$ cat src/rtl/cell_bist_ctrl_if.sv
// Bundle of the BIST controller's run-control and cell-under-test signals.
// The slave side is the controller; the master side is the test environment
// that owns the cell under test and the expected truth table.
interface cell_bist_ctrl_if;
    logic        start;
    logic        abort;
    logic [15:0] tt;
    logic        cell_z;
    logic [3:0]  vec;
    logic        busy;
    logic        done;
    logic        pass;
    logic [4:0]  err_cnt;
    logic [3:0]  fail_vec;
    logic        fail_seen;

    modport master (
        output start, abort, tt, cell_z,
        input  vec, busy, done, pass, err_cnt, fail_vec, fail_seen
    );

    modport slave (
        input  start, abort, tt, cell_z,
        output vec, busy, done, pass, err_cnt, fail_vec, fail_seen
    );
endinterface

$ cat src/rtl/cell_bist_ctrl.sv
// Exhaustive BIST controller for a small combinational cell.
// Walks every input vector 0..2^NIN-1, waits SETTLE cycles after applying
// each one, compares the cell output against the expected truth table and
// keeps a mismatch count plus the first failing vector.
module cell_bist_ctrl #(
    parameter int NIN    = 4,
    parameter int SETTLE = 1
) (
    input  logic            cp,
    input  logic            rst,
    cell_bist_ctrl_if.slave bus
);

    // Highest vector index of a run; also the mask for the live vec bits.
    localparam logic [3:0] LAST_IDX  = 4'((1 << NIN) - 1);
    localparam logic [3:0] SETTLE_LD = 4'(SETTLE);

    typedef enum logic [2:0] {
        IDLE   = 3'd0,
        APPLY  = 3'd1,
        WAIT   = 3'd2,
        SAMPLE = 3'd3,
        DONE   = 3'd4
    } state_t;

    state_t      state_r;
    state_t      state_s;
    logic [3:0]  idx_r;
    logic [3:0]  idx_s;
    logic [3:0]  settle_r;
    logic [3:0]  settle_s;
    logic [3:0]  vec_r;
    logic [3:0]  vec_s;
    logic        busy_r;
    logic        busy_s;
    logic        done_r;
    logic        done_s;
    logic        pass_r;
    logic        pass_s;
    logic [4:0]  err_cnt_r;
    logic [4:0]  err_cnt_s;
    logic [3:0]  fail_vec_r;
    logic [3:0]  fail_vec_s;
    logic        fail_seen_r;
    logic        fail_seen_s;
    logic        mismatch_s;

    // Clears vector bits that do not exist for this cell width.
    function automatic logic [3:0] mask_vec(input logic [3:0] v);
        return v & LAST_IDX;
    endfunction

    // Run states in which a vector is being driven to the cell.
    function automatic logic is_busy(input state_t s);
        return (s == APPLY) || (s == WAIT) || (s == SAMPLE);
    endfunction

    // Sequencer state register.
    always_ff @(posedge cp or posedge rst) begin
        if (rst) begin
            state_r <= IDLE;
        end else begin
            state_r <= state_s;
        end
    end

    // Next-state decode plus next values of the counters and result flags.
    always_comb begin
        state_s     = state_r;
        idx_s       = idx_r;
        settle_s    = settle_r;
        err_cnt_s   = err_cnt_r;
        fail_vec_s  = fail_vec_r;
        fail_seen_s = fail_seen_r;
        pass_s      = pass_r;
        done_s      = 1'b0;
        mismatch_s  = 1'b0;
        busy_s      = 1'b0;
        vec_s       = 4'd0;

        case (state_r)
            IDLE: begin
                // A start coinciding with abort is not accepted.
                if (bus.start && !bus.abort) begin
                    state_s     = APPLY;
                    idx_s       = 4'd0;
                    err_cnt_s   = 5'd0;
                    fail_vec_s  = 4'd0;
                    fail_seen_s = 1'b0;
                    pass_s      = 1'b0;
                end else begin
                    state_s = IDLE;
                end
            end
            APPLY: begin
                if (bus.abort) begin
                    state_s = IDLE;
                    pass_s  = 1'b0;
                end else begin
                    settle_s = SETTLE_LD;
                    if (SETTLE_LD == 4'd0) begin
                        state_s = SAMPLE;
                    end else begin
                        state_s = WAIT;
                    end
                end
            end
            WAIT: begin
                if (bus.abort) begin
                    state_s = IDLE;
                    pass_s  = 1'b0;
                end else begin
                    settle_s = settle_r - 4'd1;
                    if (settle_r <= 4'd1) begin
                        state_s = SAMPLE;
                    end else begin
                        state_s = WAIT;
                    end
                end
            end
            SAMPLE: begin
                // Abort wins: the comparison of this cycle is dropped.
                if (bus.abort) begin
                    state_s = IDLE;
                    pass_s  = 1'b0;
                end else begin
                    mismatch_s = (bus.cell_z != bus.tt[idx_r]);
                    if (mismatch_s) begin
                        err_cnt_s = err_cnt_r + 5'd1;
                        if (!fail_seen_r) begin
                            fail_seen_s = 1'b1;
                            fail_vec_s  = idx_r;
                        end else begin
                            fail_seen_s = fail_seen_r;
                        end
                    end else begin
                        err_cnt_s = err_cnt_r;
                    end
                    // idx stops at the last vector rather than wrapping.
                    if (idx_r == LAST_IDX) begin
                        state_s = DONE;
                    end else begin
                        idx_s   = idx_r + 4'd1;
                        state_s = APPLY;
                    end
                end
            end
            DONE: begin
                done_s  = 1'b1;
                pass_s  = (err_cnt_r == 5'd0);
                state_s = IDLE;
            end
            default: begin
                state_s = IDLE;
            end
        endcase

        // vec follows idx for the whole vector slot and is 0 outside a run.
        busy_s = is_busy(state_s);
        if (busy_s) begin
            vec_s = mask_vec(idx_s);
        end else begin
            vec_s = 4'd0;
        end
    end

    // Counters and registered outputs.
    always_ff @(posedge cp or posedge rst) begin
        if (rst) begin
            idx_r       <= 4'd0;
            settle_r    <= 4'd0;
            vec_r       <= 4'd0;
            busy_r      <= 1'b0;
            done_r      <= 1'b0;
            pass_r      <= 1'b0;
            err_cnt_r   <= 5'd0;
            fail_vec_r  <= 4'd0;
            fail_seen_r <= 1'b0;
        end else begin
            idx_r       <= idx_s;
            settle_r    <= settle_s;
            vec_r       <= vec_s;
            busy_r      <= busy_s;
            done_r      <= done_s;
            pass_r      <= pass_s;
            err_cnt_r   <= err_cnt_s;
            fail_vec_r  <= fail_vec_s;
            fail_seen_r <= fail_seen_s;
        end
    end

    assign bus.vec       = vec_r;
    assign bus.busy      = busy_r;
    assign bus.done      = done_r;
    assign bus.pass      = pass_r;
    assign bus.err_cnt   = err_cnt_r;
    assign bus.fail_vec  = fail_vec_r;
    assign bus.fail_seen = fail_seen_r;

endmodule

$ cat src/flat_wrapper.sv
// flat-port wrapper written by rule: the top's interface ports become plain ports
module cell_bist_ctrl_flat 
#(
    parameter int NIN    = 4,
    parameter int SETTLE = 1
)
  (cp, rst, bus_start, bus_abort, bus_tt, bus_cell_z, bus_vec, bus_busy, bus_done, bus_pass, bus_err_cnt, bus_fail_vec, bus_fail_seen);
  cell_bist_ctrl_if bus_i ();
  input  logic cp;
  input  logic rst;
  input wire logic [$bits(bus_i.start)-1:0] bus_start;
  input wire logic [$bits(bus_i.abort)-1:0] bus_abort;
  input wire logic [$bits(bus_i.tt)-1:0] bus_tt;
  input wire logic [$bits(bus_i.cell_z)-1:0] bus_cell_z;
  output wire logic [$bits(bus_i.vec)-1:0] bus_vec;
  output wire logic [$bits(bus_i.busy)-1:0] bus_busy;
  output wire logic [$bits(bus_i.done)-1:0] bus_done;
  output wire logic [$bits(bus_i.pass)-1:0] bus_pass;
  output wire logic [$bits(bus_i.err_cnt)-1:0] bus_err_cnt;
  output wire logic [$bits(bus_i.fail_vec)-1:0] bus_fail_vec;
  output wire logic [$bits(bus_i.fail_seen)-1:0] bus_fail_seen;
  assign bus_i.start = bus_start;
  assign bus_i.abort = bus_abort;
  assign bus_i.tt = bus_tt;
  assign bus_i.cell_z = bus_cell_z;
  assign bus_vec = bus_i.vec;
  assign bus_busy = bus_i.busy;
  assign bus_done = bus_i.done;
  assign bus_pass = bus_i.pass;
  assign bus_err_cnt = bus_i.err_cnt;
  assign bus_fail_vec = bus_i.fail_vec;
  assign bus_fail_seen = bus_i.fail_seen;
  cell_bist_ctrl #(.NIN(NIN), .SETTLE(SETTLE)) u_core (.cp(cp), .rst(rst), .bus(bus_i));
endmodule
$ cat config.mk
export PLATFORM = sky130hd
export DESIGN_NAME = cell_bist_ctrl_flat
export DESIGN_NICKNAME = d
export VERILOG_FILES = /design/src/rtl/cell_bist_ctrl_if.sv /design/src/rtl/cell_bist_ctrl.sv /design/src/flat_wrapper.sv
export SDC_FILE = /design/constraint.sdc
export NUM_CORES = 1
export LEC_CHECK = 0
export ABC_CLOCK_PERIOD_IN_PS = 4260
export BUFFER_PORTS_ARGS = -buffer_cell sky130_fd_sc_hd__buf_2
export CAP_MARGIN = 30
export CORE_UTILIZATION = 57
export DETAILED_ROUTE_END_ITERATION = 7
export HOLD_SLACK_MARGIN = 0.08
export PLACE_DENSITY = 0.94
export SETUP_SLACK_MARGIN = 0.1
export SLEW_MARGIN = 5
export SYNTH_ARGS = -nofsm -noshare
export SYNTH_HDL_FRONTEND = slang
export SYNTH_SLANG_ARGS = --single-unit
$ cat constraint.sdc
create_clock -name cp -period 4.26 [get_ports cp]
set_input_delay 1.065 -clock cp [delete_from_list [all_inputs] [get_ports cp]]
set_output_delay 1.065 -clock cp [all_outputs]
set_load 0.005 [all_outputs]
==> run_results.csv <==
group,metric,value,unit
status,status,"completed",
timing,post-route-period-util,0.587,
critical_path,cp.arrival,2.74,ns
final_layout,nFillCells,198,
drt,routed_via_density,6.16,
critical_path,critPathMaxFanout,8,
global_routing,grt_max_degree,19,
synth,syn_nets,190,
die,initial_core_util,0.625,
synth,yosys.area.top_type,"dfrtp_1",
critical_path,end_kind,"flip-flop",
clock_network,numCtsBuffers,3,
critical_path,cp.required,4.50,ns
synth,synth_seq_area_share,0.437,
power,clkPwrFrac,0.227,
drt,vias,1410,
synth,synth.distinct_cells,47,
synth,ys.flop_type,"dfrtp_1",
global_routing,gr-usage-all-layers,0.279,
drt,first_iter_violations,40,
global_routing,antenna_found_initial,0,
clock_network,cts.sinks,28,
clock_network,cts_root_buffer,"clkbuf_4",
timing,min_period,2.50,ns
synth,synth_area,1600,µm²
final_layout,layout.nets,226,
final_layout,syn_to_final_growth,16.2,%
critical_path,path_delay_family,"simple AND/OR/NAND/NOR gates",
place,place_congestion,0.854,
drt,wl,3.75,mm
hold_path,hold_path.class,"flip-flop to flip-flop",
die,core,2570,µm²
die,rows,18,
critical_path,cp_num_cells,7,
drt,route.detailed.drc,0,
die,die-area,3030,µm²
synth,synth_edf_count,0,
critical_path,path_buf_inv,1,
critical_path,r2r_setup_slack,1.78,ns
die,io_pins,38,
global_routing,overflow,0,
drt,wl_per_cell,16.4,µm
drt,wl_met3,174,µm
power,p_leak,0.912,nW
timing,setup-tns-final,0,ns
clock_network,cts-resized-gates,0,
critical_path,endpoint,"u_core.bus.vec[1]",
critical_path,setup.worst_path.start,"bus_abort",
critical_path,r2r.worst_path.cells,6,
final_layout,diodes,0,
synth,ys_warn_count,0,
timing,fin_skew,0.00575,ns
drt,detail-route-antenna-nets,0,
drt,wl_met2,2.07,mm
final_layout,drive_gt1_frac,0.261,
timing,worstMarginPinSlew,0.876,ns
synth,yosysMostFrequentCell,"dfrtp_1",
power,p_int,0.511,mW
critical_path,cpPeakStageDelay,0.76,ns
place,io_buffers,37,
synth,synth_top_area_share,0.437,
drt,wl_met1,1.48,mm
synth,synth_cells,164,
power,peakVddDrop,0.380,mV
clock_network,cts_tree,"done",
die,dieHeight,55.1,µm
synth,synthTopCellsByArea,"dfrtp_1 44%, mux2i_1 5.0%, ha_1 3.9%",
timing,fmax,400,MHz
synth,syn_area_per_cell,9.78,µm²
timing,rsz0062_at_grt,"false",
drt,dr.max_layer_used,"met4",
timing,slew_violations,0,
global_routing,grt_pass1_wl,5.91,mm
timing,worst_hold_slack,0.553,ns
timing,relSlewSlack,0.408,
global_routing,grt_pass1_vias,1380,
clock_network,cts.path.max_buffers,2,
clock_network,holdBufCountCts,0,
power,p_sw,0.263,mW
power,p_per_area,415,nW/µm²
job,maxCapViolCount,0,
clock_network,cts_setup_buffers,0,
power,sw_frac_of_total,0.340,
synth,synthTopCellsByCount,"28 x dfrtp_1, 15 x inv_1, 14 x nand2_1, 11 x a21oi_1, 10 x nor2_1",
critical_path,cp-start-kind,"input pin",
synth,synth.ff_latch_count,28,
clock_network,path_clk_slew,0.15,ns
critical_path,slowest_stage,"nor4bb_1",
drt,drtPass1Iterations,4,
critical_path,critical_path.cell_chain,"buf_2 -> nor4bb_1 -> nand2_1 -> o21ai_1 -> a21oi_1 -> a31o_2 -> and2_1",
die,die_x,55.1,µm
critical_path,critPathKind,"input pin to flip-flop",
power,p_seq_frac,0.464,
critical_path,r2r-end,"u_core.bus.err_cnt[4]",
critical_path,r2r_start,"u_core.idx_r[0]",
place,hpwlAfterDp,2.79,mm
final_layout,post-route-util,0.726,
clock_network,cts_max_level,1,
clock_network,clk_latency,0.33,ns
synth,synthArstFlopShare,1.00,
power,pwr-share-comb,0.309,
timing,setup_viol,0,
timing,hold_viol,0,
## cells in the final DEF (no fill, tap or decap), types with 3 or more instances in the layout
cell type / netlist / routed
nor3_1: 6 / 6
o21ai_0: 8 / 8
a21oi_1: 11 / 11
clkbuf_4: 0 / 3
nand2_1: 14 / 14
nand3_1: 5 / 5
and2_1: 5 / 5
dfrtp_1: 28 / 28
mux2i_1: 8 / 8
buf_2: 1 / 37
inv_1: 15 / 15
nor2_1: 10 / 10
o22ai_1: 4 / 4
ha_1: 5 / 5
## per-layer routing
layer | vias up | global-route usage
met5 | - | 0
met3 | 4 | 0.0437
met1 | 693 | 0.304
met4 | 0 | 0.100
li1 | 664 | -
met2 | 49 | 0.536
## per-stage QoR
step	instances	worst slack, ns	area [µm²]	total power [mW]
after floorplan	164	1.69	1600	0.537
after global placement	224	1.50	1780	0.572
after detailed placement	225	1.43	1810	0.598
after CTS	229	1.77	1860	0.774
after global routing	229	1.58	1860	0.820
final	229	1.76	1860	0.773
## power by group through the flow
stage          Clock [mW]  Combinational (mW)  Sequential, mW
3_5_place_dp            0               0.236           0.363
6_report            0.175               0.239           0.359
5_1_grt             0.187               0.266           0.366
4_1_cts             0.179               0.238           0.358
2_1_floorplan           0               0.206           0.331
3_3_place_gp            0               0.214           0.358
## cell type report
type,instances,area [µm²],area share
clock buffer,3,22.5,0.0121
clock inverter,1,30.0,0.0161
inverter,15,56.3,0.0302
multi-input combinational,114,805,0.432
sequential,28,701,0.376
tap,30,37.5,0.0201
timing repair buffer,38,213,0.114
## flip-flops by register name, summed over array words and instances (netlist names)
register / cells
u_core.bus.done: 1
u_core.bus.fail_vec: 4
u_core.bus.busy: 1
u_core.bus.fail_seen: 1
u_core.settle_r: 4
u_core.idx_r: 4
u_core.bus.pass: 1
u_core.state_r: 3
u_core.bus.vec: 4
u_core.bus.err_cnt: 5
## kinds of logic after synthesis
kind of cell,after synthesis,synth area share
mux,12,0.0991
fa+ha+maj,5,0.0390
flops,28,0.437
simple gates,51,0.162
buf+inv,22,0.0616
xor+xnor,3,0.0211
compound gates,43,0.180
## worst register-to-register path, delay by kind of cell (launching register included)
kind            cells  cell delay [ns]
flops               1             0.73
xor+xnor            1             0.34
mux                 3             0.90
simple gates        1             0.12
compound gates      1             0.30
## worst min-delay path by stage
stage	from	to	slack [ns]	cells after the start
global placement	u_core.bus.fail_vec[3]	u_core.bus.fail_vec[3]	0.50	2
detailed placement	u_core.bus.fail_vec[3]	u_core.bus.fail_vec[3]	0.51	2
global route	u_core.bus.err_cnt[4]	u_core.bus.err_cnt[4]	0.57	1
floorplan	u_core.settle_r[3]	u_core.settle_r[3]	0.49	1
finish	u_core.bus.fail_vec[3]	u_core.bus.fail_vec[3]	0.55	2
CTS	u_core.bus.fail_vec[3]	u_core.bus.fail_vec[3]	0.55	2
Power figures use the tool's default switching activity.
